$ cat src/rtl/mask_feeder_if.sv
// Image-RAM and convolution-unit bus of the mask feeder.
// The master side is the feeder; the slave side is the RAM plus convolution unit.
interface mask_feeder_if #(
  parameter int bitSize    = 6,
  parameter int pixelWidth = 8
);
  logic [bitSize:0]      ram_addr;
  logic                  ram_we;
  logic [pixelWidth-1:0] ram_wr_data;
  logic [pixelWidth-1:0] ram_rd_data;
  logic                  mask_we;
  logic [pixelWidth-1:0] mask_data;
  logic                  mask_wr_en;
  logic [bitSize:0]      mask_addr;
  logic [pixelWidth-1:0] mask_pixel;

  modport master (
    output ram_addr, ram_we, ram_wr_data, mask_we, mask_data,
    input  ram_rd_data, mask_wr_en, mask_addr, mask_pixel
  );

  modport slave (
    input  ram_addr, ram_we, ram_wr_data, mask_we, mask_data,
    output ram_rd_data, mask_wr_en, mask_addr, mask_pixel
  );
endinterface

$ cat src/rtl/mask_feeder.sv
// Frame sequencer for one skeletonization pass: streams the frame to the convolution
// unit, writes its write-back burst into the image RAM and counts foreground pixels.
// Optional watchdog on the write-back wait: define MASK_FEEDER_TIMEOUT_EN.
module mask_feeder #(
  parameter int N              = 8,
  parameter int bitSize        = 6,
  parameter int pixelWidth     = 8,
  parameter int TIMEOUT_CYCLES = 1024
) (
  input  logic               clk,
  input  logic               rst_n,
  input  logic               start,
  output logic               busy,
  output logic               done,
  output logic               err,
  output logic [bitSize+1:0] fg_count,
  mask_feeder_if.master      bus
);

  localparam int CNT_W = bitSize + 2;
  localparam logic [CNT_W-1:0] TOTAL_CNT = CNT_W'(N * N);
  localparam logic [CNT_W-1:0] LAST_CNT  = CNT_W'(N * N - 1);
  localparam logic [CNT_W-1:0] FG_MAX    = '1;

  typedef enum logic [2:0] {
    ST_IDLE,
    ST_LOAD,
    ST_WAIT,
    ST_DRAIN,
    ST_DONE
  } state_t;

  state_t           state_reg;
  logic [CNT_W-1:0] rd_cnt_reg;
  logic [CNT_W-1:0] fg_count_reg;
  logic [bitSize:0] addr_reg;
  logic             busy_reg;
  logic             done_reg;
  logic             mask_we_reg;
  logic             wb_beat;
  logic             fg_hit;

`ifdef MASK_FEEDER_TIMEOUT_EN
  localparam int TIMER_W = $clog2(TIMEOUT_CYCLES + 1);
  localparam logic [TIMER_W-1:0] TIMER_LAST = TIMER_W'(TIMEOUT_CYCLES - 1);

  logic [TIMER_W-1:0] timer_reg;
  logic               err_reg;
`endif

  // The beat that wakes WAIT is already the first DRAIN beat, so it is written
  // in the same cycle; the write path is purely combinational for zero latency.
  assign wb_beat = bus.mask_wr_en && ((state_reg == ST_WAIT) || (state_reg == ST_DRAIN));
  assign fg_hit  = wb_beat && (bus.mask_pixel != '0);

  assign bus.ram_we      = wb_beat;
  assign bus.ram_addr    = wb_beat ? bus.mask_addr : addr_reg;
  assign bus.ram_wr_data = wb_beat ? bus.mask_pixel : '0;
  assign bus.mask_we     = mask_we_reg;
  // RAM read data arrives one cycle after the address, aligned with mask_we_reg.
  assign bus.mask_data   = mask_we_reg ? bus.ram_rd_data : '0;

  assign busy     = busy_reg;
  assign done     = done_reg;
  assign fg_count = fg_count_reg;

`ifdef MASK_FEEDER_TIMEOUT_EN
  assign err = err_reg;
`else
  assign err = 1'b0;
`endif

  always_ff @(posedge clk or negedge rst_n) begin
    if (!rst_n) begin
      state_reg    <= ST_IDLE;
      rd_cnt_reg   <= '0;
      fg_count_reg <= '0;
      addr_reg     <= '0;
      busy_reg     <= 1'b0;
      done_reg     <= 1'b0;
      mask_we_reg  <= 1'b0;
`ifdef MASK_FEEDER_TIMEOUT_EN
      timer_reg    <= '0;
      err_reg      <= 1'b0;
`endif
    end else begin
      done_reg    <= 1'b0;
      mask_we_reg <= 1'b0;

      if (fg_hit && (fg_count_reg != FG_MAX)) begin
        fg_count_reg <= fg_count_reg + 1'b1;
      end

      case (state_reg)
        ST_IDLE: begin
          if (start) begin
            state_reg    <= ST_LOAD;
            busy_reg     <= 1'b1;
            rd_cnt_reg   <= '0;
            addr_reg     <= '0;
            fg_count_reg <= '0;
`ifdef MASK_FEEDER_TIMEOUT_EN
            timer_reg    <= '0;
            err_reg      <= 1'b0;
`endif
          end
        end

        ST_LOAD: begin
          // rd_cnt reaching N*N marks the cycle the last pixel is on mask_data.
          if (rd_cnt_reg != TOTAL_CNT) begin
            rd_cnt_reg  <= rd_cnt_reg + 1'b1;
            mask_we_reg <= 1'b1;
            if (rd_cnt_reg != LAST_CNT) begin
              addr_reg <= addr_reg + 1'b1;
            end
          end else begin
            state_reg <= ST_WAIT;
          end
        end

        ST_WAIT: begin
          if (bus.mask_wr_en) begin
            state_reg <= ST_DRAIN;
          end
`ifdef MASK_FEEDER_TIMEOUT_EN
          else if (timer_reg == TIMER_LAST) begin
            state_reg <= ST_DONE;
            done_reg  <= 1'b1;
            err_reg   <= 1'b1;
          end else begin
            timer_reg <= timer_reg + 1'b1;
          end
`endif
        end

        ST_DRAIN: begin
          if (!bus.mask_wr_en) begin
            state_reg <= ST_DONE;
            done_reg  <= 1'b1;
          end
        end

        ST_DONE: begin
          state_reg <= ST_IDLE;
          busy_reg  <= 1'b0;
        end

        default: begin
          state_reg <= ST_IDLE;
          busy_reg  <= 1'b0;
        end
      endcase
    end
  end

endmodule

$ cat src/flat_wrapper.sv
// flat-port wrapper written by rule: the top's interface ports become plain ports
module mask_feeder_flat 
#(
  parameter int N              = 8,
  parameter int bitSize        = 6,
  parameter int pixelWidth     = 8,
  parameter int TIMEOUT_CYCLES = 1024
)
  (clk, rst_n, start, busy, done, err, fg_count, bus_ram_addr, bus_ram_we, bus_ram_wr_data, bus_mask_we, bus_mask_data, bus_ram_rd_data, bus_mask_wr_en, bus_mask_addr, bus_mask_pixel);
  mask_feeder_if #(.bitSize(bitSize), .pixelWidth(pixelWidth)) bus_i ();
  input  logic clk;
  input  logic rst_n;
  input  logic start;
  output logic busy;
  output logic done;
  output logic err;
  output logic [bitSize+1:0] fg_count;
  output wire logic [$bits(bus_i.ram_addr)-1:0] bus_ram_addr;
  output wire logic [$bits(bus_i.ram_we)-1:0] bus_ram_we;
  output wire logic [$bits(bus_i.ram_wr_data)-1:0] bus_ram_wr_data;
  output wire logic [$bits(bus_i.mask_we)-1:0] bus_mask_we;
  output wire logic [$bits(bus_i.mask_data)-1:0] bus_mask_data;
  input wire logic [$bits(bus_i.ram_rd_data)-1:0] bus_ram_rd_data;
  input wire logic [$bits(bus_i.mask_wr_en)-1:0] bus_mask_wr_en;
  input wire logic [$bits(bus_i.mask_addr)-1:0] bus_mask_addr;
  input wire logic [$bits(bus_i.mask_pixel)-1:0] bus_mask_pixel;
  assign bus_ram_addr = bus_i.ram_addr;
  assign bus_ram_we = bus_i.ram_we;
  assign bus_ram_wr_data = bus_i.ram_wr_data;
  assign bus_mask_we = bus_i.mask_we;
  assign bus_mask_data = bus_i.mask_data;
  assign bus_i.ram_rd_data = bus_ram_rd_data;
  assign bus_i.mask_wr_en = bus_mask_wr_en;
  assign bus_i.mask_addr = bus_mask_addr;
  assign bus_i.mask_pixel = bus_mask_pixel;
  mask_feeder #(.N(N), .bitSize(bitSize), .pixelWidth(pixelWidth), .TIMEOUT_CYCLES(TIMEOUT_CYCLES)) u_core (.clk(clk), .rst_n(rst_n), .start(start), .busy(busy), .done(done), .err(err), .fg_count(fg_count), .bus(bus_i));
endmodule
$ cat config.mk
export PLATFORM = sky130hd
export DESIGN_NAME = mask_feeder_flat
export DESIGN_NICKNAME = d
export VERILOG_FILES = /design/src/rtl/mask_feeder_if.sv /design/src/rtl/mask_feeder.sv /design/src/flat_wrapper.sv
export SDC_FILE = /design/constraint.sdc
export NUM_CORES = 1
export LEC_CHECK = 0
export CORE_ASPECT_RATIO = 0.6
export CORE_MARGIN = 10
export CORE_UTILIZATION = 45
export DETAILED_ROUTE_END_ITERATION = 10
export PLACE_DENSITY = 0.81
export SETUP_SLACK_MARGIN = 0.1
export SLEW_MARGIN = 20
export SYNTH_ARGS = -nofsm -noshare
export SYNTH_HDL_FRONTEND = slang
export SYNTH_SLANG_ARGS = --single-unit
$ cat constraint.sdc
create_clock -name clk -period 2.4 [get_ports clk]
set_input_delay 0.48 -clock clk [delete_from_list [all_inputs] [get_ports clk]]
set_output_delay 0.48 -clock clk [all_outputs]
set_load 0.1 [all_outputs]
==> metrics.md, run 1 <==
| Metric | Value |
|---|---|
| Async set-reset flop share out of synthesis | `between 90% and 100%` |
| Antenna Nets Post-Route | `0` |
| Vias after detailed routing | `~1600` |
| Most used cell, CP | `buf_12` |
| Buf/Inv on CP | `2` |
| Max-Cap Viols | `0` |
| P_leak | `between 1 and 1.5 nW` |
| Worst EP arrival | `around 1.6 ns` |
| Final min period | `approximately 2.1 ns` |
| Max stage delay on crit path | `around 0.38 ns` |
| Hpwl dp | `between 3000 and 4000 µm` |
| Critical Path RT | `1.92 ns` |
| RSZ-0062 raised after global routing | `false` |
| Vert. Die Dim | `between 60 and 70 µm` |
| Placed Area | `0.002650 mm²` |
| Status | `finished, final reports clean` |
| CTS H-tree depth | `2` |
| Critical path, cell by cell | `and3b_2, buf_12, mux2_2, buf_12` |
| Drt pass-1 iters | `4` |
| CP Capture Type | `primary output` |
| Share of cells above drive strength 1 | `33.87%` |
| Worst Hold Path EP | `u_core.fg_count[6]$_DFF_PN0_` |
| I/O Buffers | `61` |
| Largest net degree at the start of global routing | `30` |
| Number of global-route vias before repair | `around 1600` |
| DR DRC count | `0` |
| CP delay by family, top | `flip-flops` |
| Max-slew violations | `0` |
| Hold depth | `1` |
| Final period utilization | `around 87%` |
| Boundary pin count | `between 60 and 70` |
| Slew Limit Headroom | `roughly three fifths` |
| Hold Vio Cnt, Final | `0` |
| Nets | `between 200 and 300` |
| Post-Synthesis Cell Area | `about 0.0017 mm²` |
| Core ar. | `around 0.0037 mm²` |
| Initial antenna violation count | `0` |
| Layout Skew | `about 0.0030 ns` |
| #FFs+latches synth | `29` |
| HP Class | `reg -> reg` |
| Fin Hold WS | `roughly 0.50 ns` |
| Maximum clock rate | `between 0.4 and 0.5 GHz` |
| Setup TNS | `0 ns` |
| Routed wire length | `5174 µm` |
| Vias per inst | `5.495` |
| CP Class | `reg -> out` |
| Cell variety after synth | `between 40 and 50` |
| Area delta synth->final | `62.38%` |
| Actual slew at the worst max-slew pin | `between 0.5 and 0.6 ns` |
| Starting DRT DRC Count | `slightly above 100` |
| # fillers | `between 200 and 250` |
| Clock latency at the later pin of the worst-skew pair | `0.28 ns` |
| Die ar. | `slightly below 0.007 mm²` |
| Row count | `17` |
| Worst-path maximum fanout | `8` |
| Leading area contributor after synthesis | `dfrtp_1` |
| Setup crit start kind | `flop` |
| R2r setup slk | `0.33 ns` |
| Main area contributors after synthesis | `dfrtp_1, and2_1, mux2_2` |
| Antenna Cells | `0` |
| Tot Pwr | `0.003454 W` |
| Sequential element share of the synthesized area | `a little over two fifths` |
| Main synth FF type | `dfrtp_1` |
| Max VDD drop | `approximately 0.97 mV` |
| CTS clock-pin slew for the worst setup and hold paths | `about 0.06 ns` |
| PD cells | `1227 mW/mm²` |
| Reg2Reg Depth | `7` |
| GPL Wtd Cong | `between 0.8 and 0.9` |
| First-pass GRT wire length | `a little over 8000 µm` |
| Yosys warning count | `0` |
| Max Root-Sink Buffers | `2` |
| CP max-delay cell | `dfrtp_1` |
| Sink Count | `29` |
| Min-delay src | `u_core.fg_count[6]$_DFF_PN0_` |
| Initial core utilization | `between 40 and 50%` |
| CTS tree | `done` |
| Number of synthesized flops with an enable pin | `0` |
| DR WL/cell | `17.54 µm` |
| Avg Inst Size Synth | `slightly below 10 µm²` |
| Root Driver | `clkbuf_8` |
| Post-route cell area | `0.002814 mm²` |
| Top-area cell type share of the netlist area | `41.88%` |
| Synthesized net count | `~210` |
| CTS Hold Bufs | `0` |
| Final setup vio count | `0` |
| GR Util All Layers | `~16%` |
| CTS Buf Count | `5` |
| Mapped Cells | `roughly 180` |
| Grt total ovfl | `0` |
| Worst r2r src | `u_core.rd_cnt_reg[0]$_DFFE_PN0P_` |
| DIE WIDTH | `between 100 and 150 µm` |
| Worst R2R End | `u_core.addr_reg[0]$_DFFE_PN0P_` |
## timing repair
action / in CTS / in global routing
resized for setup: 4 / 0
setup endpoints to repair: 7 / 0
setup buffers: 1 / 0
## final cells by class
class | instances | area [µm²] | share of cell area (%)
Inverter | 2 | 7.507 | 0.2668
Timing Repair Buffer | 71 | 934.6 | 33.21
Multi-Input combinational cell | 138 | 970.9 | 34.50
Clock buffer | 7 | 86.33 | 3.068
Clock inverter | 1 | 30.03 | 1.067
Sequential cell | 29 | 725.7 | 25.79
Tap cell | 47 | 58.81 | 2.090
## placed cells by master, fill, tap and decap left out, drive strengths merged, types with 2 or more instances in the layout
cell           count
buf               44
a21oi              3
nand2             14
nand2b             4
mux2               7
ha                 4
xnor2              3
nor2              17
nor4               4
nor3b              2
and3b              2
or4                4
o21ai              6
xor2               5
clkbuf             7
and2              19
nor4bb             2
nand4              3
o31ai              7
nand3              8
and3               7
inv                2
dfrtp             29
clkdlybuf4s50     25
mux2i              6
nor3               2
## synthesized netlist by cell type (2+ instances only)
master / count
dfrtp_1: 29
nor4_1: 4
nand2_1: 14
o21ai_0: 5
and3_1: 4
o31ai_1: 6
buf_4: 3
mux2i_1: 6
nor4bb_1: 2
or4_1: 3
inv_1: 2
nor2_1: 17
buf_6: 2
mux2_2: 7
nor3b_1: 2
and2_1: 18
a21oi_1: 3
and3_4: 2
nand3_1: 8
clkbuf_1: 2
ha_1: 4
nand2b_1: 4
and3b_1: 2
nand4_1: 3
xor2_1: 5
xnor2_1: 3
## power by group
part           internal (W)  leakage (nW)  total, W  switching, W
logic              0.000768         0.851   0.00219       0.00142
registers          0.000599         0.388  0.000735      0.000136
clock network      0.000338        0.0585  0.000531      0.000193
## worst max-delay path by stage
stage,endpoint,slack (ns),depth (start not counted),startpoint
floorplan,u_core.fg_count[6]$_DFF_PN0_,0.10,6,u_core.fg_count[0]$_DFF_PN0_
global placement,bus_ram_addr[6],0.07,5,bus_mask_wr_en
detailed placement,bus_ram_addr[5],0.05,5,bus_mask_wr_en
CTS,bus_ram_addr[3],0.29,4,u_core.state_reg[2]$_DFFE_PN0P_
global route,u_core.addr_reg[2]$_DFFE_PN0P_,0.15,7,u_core.rd_cnt_reg[0]$_DFFE_PN0P_
finish,bus_ram_addr[3],0.31,4,u_core.state_reg[2]$_DFFE_PN0P_
## kinds of logic (layout without fill, tap and decap cells)
family          Yosys count  in the layout  synth area share (%)
fa+ha+maj                 4              4                 2.888
other cells               1              1                0.2164
simple gates             93             93                 32.06
mux                      13             13                 8.015
xor+xnor                  8              8                 4.043
buf+inv                  10             81                 3.754
compound gates           19             19                 7.148
flops                    29             29                 41.88
## per-stage QoR
step	utilization, %	setup slack [ns]	std cells
3_5_place_dp	72.02	0.04919	285
3_3_place_gp	72.02	0.07451	285
4_1_cts	76.47	0.2884	295
2_1_floorplan	-	0.1032	177
6_report	76.47	0.3075	295
5_1_grt	76.47	0.1515	295
## routing by layer
layer / vias to the layer above / share of wire (%) / global-route usage [%]
met5: - / 0 / 0
met4: 0 / 2.2 / 6.140
li1: 773 / - / -
met3: 11 / 7.4 / 4.824
met1: 777 / 43 / 20.25
met2: 60 / 48 / 23.71
Power figures use the tool's default switching activity.
==> run 2, diff against run 1 <==
==> constraint.sdc (replaced) <==
create_clock -name clk -period 2 [get_ports clk]
set_input_delay 0.4 -clock clk [delete_from_list [all_inputs] [get_ports clk]]
set_output_delay 0.4 -clock clk [all_outputs]
set_load 0.1 [all_outputs]
==> run 2 against run 1 <==
Against the previous run:
- the run now ends with negative setup slack left
- sequential power up 22%
- total power is 23% higher
- first-iteration DRC count is 0.97% lower
- worst hold slack got worse by 0.016 ns
- sequential share of layout area decreased by 0.98 points
- final area is 5.6% higher
- non-clock buffer count rose by 11
- critical path depth unchanged
- register-to-register slack lost 0.18 ns
- count of clock-buffer cells in the layout unchanged
- via count is 2.3% higher
- largest power group unchanged
==> metrics.md, run 2 (same netlist as run 1, synthesis figures left out) <==
| Metric | Value |
|---|---|
| Max VDD drop | `1.270 mV (was 0.9665 mV)` |
| Boundary pin count | `63 (unchanged)` |
| Post-route cell area | `0.002970 mm² (was 0.002814 mm²)` |
| Placed Area | `0.002758 mm² (was 0.002650 mm²)` |
| First-pass GRT wire length | `8673 µm (was 8266 µm)` |
| Area delta synth->final | `71.41% (was 62.38%)` |
| Worst r2r src | `u_core.state_reg[2]$_DFFE_PN0P_ (was u_core.rd_cnt_reg[0]$_DFFE_PN0P_)` |
| DR WL met3 | `382 µm (unchanged)` |
| Reg2Reg Depth | `5 (was 7)` |
| R2r setup slk | `0.15 ns (was 0.33 ns)` |
| Failing checks | `negative setup slack` |
| Number of stages on the worst setup path | `4 (unchanged)` |
| CP Class | `reg -> out (unchanged)` |
| RSZ-0062 raised after global routing | `true (was false)` |
| Setup crit start | `u_core.state_reg[2]$_DFFE_PN0P_ (unchanged)` |
| Max-Cap Viols | `0 (unchanged)` |
| P_leak | `1.342 nW (was 1.298 nW)` |
| Met1 Wirelength | `2512 µm (was 2213 µm)` |
| Share of cells above drive strength 1 | `42.86% (was 33.87%)` |
| Antenna Nets Post-Route | `0 (unchanged)` |
| GPL Wtd Cong | `0.8469 (was 0.8315)` |
| Setup TNS | `-0.08104 ns (was 0 ns)` |
| Initial core utilization | `47.09% (unchanged)` |
| Int Pwr | `0.002065 W (was 0.001706 W)` |
| Most frequent cells in the layout | `buf_4, buf_12, clkdlybuf4s50_1 (was dfrtp_1, clkdlybuf4s50_1, buf_12)` |
| Max Root-Sink Buffers | `2 (unchanged)` |
| Sequential power share | `21.1% (was 21.3%)` |
| Actual slew at the worst max-slew pin | `0.6139 ns (was 0.5672 ns)` |
| CTS Buf Count | `5 (unchanged)` |
| Starting DRT DRC Count | `102 (was 103)` |
| Largest net degree at the start of global routing | `30 (unchanged)` |
| Tot Pwr | `0.004253 W (was 0.003454 W)` |
| HP Class | `reg -> reg (unchanged)` |
| Core ar. | `0.003680 mm² (unchanged)` |
| GR Util All Layers | `16.21% (was 15.51%)` |
| Initial antenna violation count | `0 (unchanged)` |
| Number of global-route vias before repair | `1694 (was 1570)` |
| Routed wire length | `5687 µm (was 5174 µm)` |
| CP max-delay cell | `dfrtp_1 (unchanged)` |
| Sw Ratio | `51.45% (was 50.61%)` |
| Clock latency at the later pin of the worst-skew pair | `0.29 ns (was 0.28 ns)` |
| Leading cell type in the layout, fill and taps excluded | `buf_4 (was dfrtp_1)` |
| Vert. Die Dim | `68.07 µm (unchanged)` |
| DR top layer | `met4 (unchanged)` |
| CTS H-tree depth | `2 (unchanged)` |
| Layout Skew | `0.007914 ns (was 0.003013 ns)` |
| DR DRC count | `0 (unchanged)` |
| Slew Limit Headroom | `58.69% (was 61.84%)` |
| Part of the power in combinational logic | `66.7% (was 63.3%)` |
| Net Switching | `0.002188 W (was 0.001748 W)` |
| Sink Count | `29 (unchanged)` |
| DR WL/cell | `18.58 µm (was 17.54 µm)` |
| Drt pass-1 iters | `4 (unchanged)` |
| Die ar. | `0.006815 mm² (unchanged)` |
| Worst R2R End | `u_core.addr_reg[4]$_DFFE_PN0P_ (was u_core.addr_reg[0]$_DFFE_PN0P_)` |
| Critical path, cell by cell | `and3b_2, buf_6, mux2_4, buf_12 (was and3b_2, buf_12, mux2_2, buf_12)` |
| Root Driver | `clkbuf_8 (unchanged)` |
| Metal2 WL | `2642 µm (was 2464 µm)` |
| Setup crit start kind | `flop (unchanged)` |
| Antenna Cells | `0 (unchanged)` |
| Critical Path RT | `1.60 ns (was 1.92 ns)` |
| DIE WIDTH | `100.1 µm (unchanged)` |
| Nets | `289 (was 278)` |
| Pre-CTS setup slack | `-0.1827 ns (was 0.04919 ns)` |
| Worst-path maximum fanout | `6 (was 8)` |
| Max stage delay on crit path | `0.40 ns (was 0.38 ns)` |
| Status | `finished, violations left (was finished, final reports clean)` |
| Grt total ovfl | `0 (unchanged)` |
| Vias after detailed routing | `1659 (was 1621)` |
| Final min period | `2.020 ns` |
| Hold Vio Cnt, Final | `0 (unchanged)` |
| Row count | `17 (unchanged)` |
| Final WS setup | `-0.02017 ns (was 0.3075 ns)` |
| Power share of the clock group | `12.2% (was 15.4%)` |
| Buf/Inv on CP | `2 (unchanged)` |
| Final setup vio count | `5 (was 0)` |
| CP Capture Type | `primary output (unchanged)` |
| Final period utilization | `101.0%` |
| Vias per inst | `5.422 (was 5.495)` |
| Final Util | `80.72% (was 76.47%)` |
| CP delay by family, top | `flip-flops (unchanged)` |
| I/O Buffers | `61 (unchanged)` |
| PD cells | `1432 mW/mm² (was 1227 mW/mm²)` |
| Max-slew violations | `0 (unchanged)` |
| CTS tree | `done (unchanged)` |
| Worst EP arrival | `1.62 ns (was 1.61 ns)` |
| CTS clock-pin slew for the worst setup and hold paths | `0.07 ns (was 0.06 ns)` |
| Maximum clock rate | `0.4950 GHz` |
| CP endpoint | `bus_ram_addr[4] (was bus_ram_addr[3])` |
| Hpwl dp | `4116 µm (was 3839 µm)` |
## run 2: changes by cell type in the layout (fill, tap and decap cells not counted), sizes merged
cell      change
buf          +12
bufbuf        -1
bufinv        -1
clkinvlp      +1
## run 2: layout make-up
cell class	instances	area, µm²
sequential	29	737.0
multi-input combinational	138	1057
timing repair buffer	82	1016
clock buffer	7	86.33
inverter	2	7.507
tap	47	58.81
clock inverter	1	7.507
fill	213	709.4
## run 2: layer usage
layer  GRT usage, %  up-vias
li1               -      791
met1          20.38      803
met2          25.56       51
met3          5.226       14
met4          6.667        0
met5              0        -
## run 2: power by group through the flow
stage / Sequential, W / Clock [W] / Combinational [W]
floorplan: 0.00122 / 0 / 0.00144
global placement: 0.000891 / 0 / 0.00266
detailed placement: 0.000899 / 0 / 0.00269
CTS: 0.000888 / 0.000521 / 0.00277
global route: 0.000917 / 0.000556 / 0.00296
finish: 0.000896 / 0.000520 / 0.00284
## run 2: how the worst min path moves through the flow
| stage | startpoint | endpoint | slack (ns) | cells after the start |
|---|---|---|---|---|
| after detailed placement | u_core.fg_count[6]$_DFF_PN0_ | u_core.fg_count[6]$_DFF_PN0_ | 0.48 | 1 |
| after global placement | u_core.fg_count[6]$_DFF_PN0_ | u_core.fg_count[6]$_DFF_PN0_ | 0.47 | 1 |
| after global routing | u_core.fg_count[6]$_DFF_PN0_ | u_core.fg_count[6]$_DFF_PN0_ | 0.53 | 1 |
| final | u_core.fg_count[6]$_DFF_PN0_ | u_core.fg_count[6]$_DFF_PN0_ | 0.49 | 1 |
| after floorplan | rst_n | u_core.addr_reg[0]$_DFFE_PN0P_ | 0.10 | 0 |
| after CTS | u_core.fg_count[6]$_DFF_PN0_ | u_core.fg_count[6]$_DFF_PN0_ | 0.49 | 1 |
## run 2: through the flow
stage	std cells	hold WS (ns)
final	306	0.4857
after global routing	306	0.5332
after CTS	304	0.4874
after detailed placement	294	0.4782
after global placement	294	0.4678
after floorplan	177	0.1044
## run 2: what timing repair did
item                                    in CTS  in global routing
hold buffers                                 0                  0
pin swaps                                    1                  5
buffers inserted                             2                  2
endpoints found under the setup margin      16                 33
gates resized for setup                     11                 12
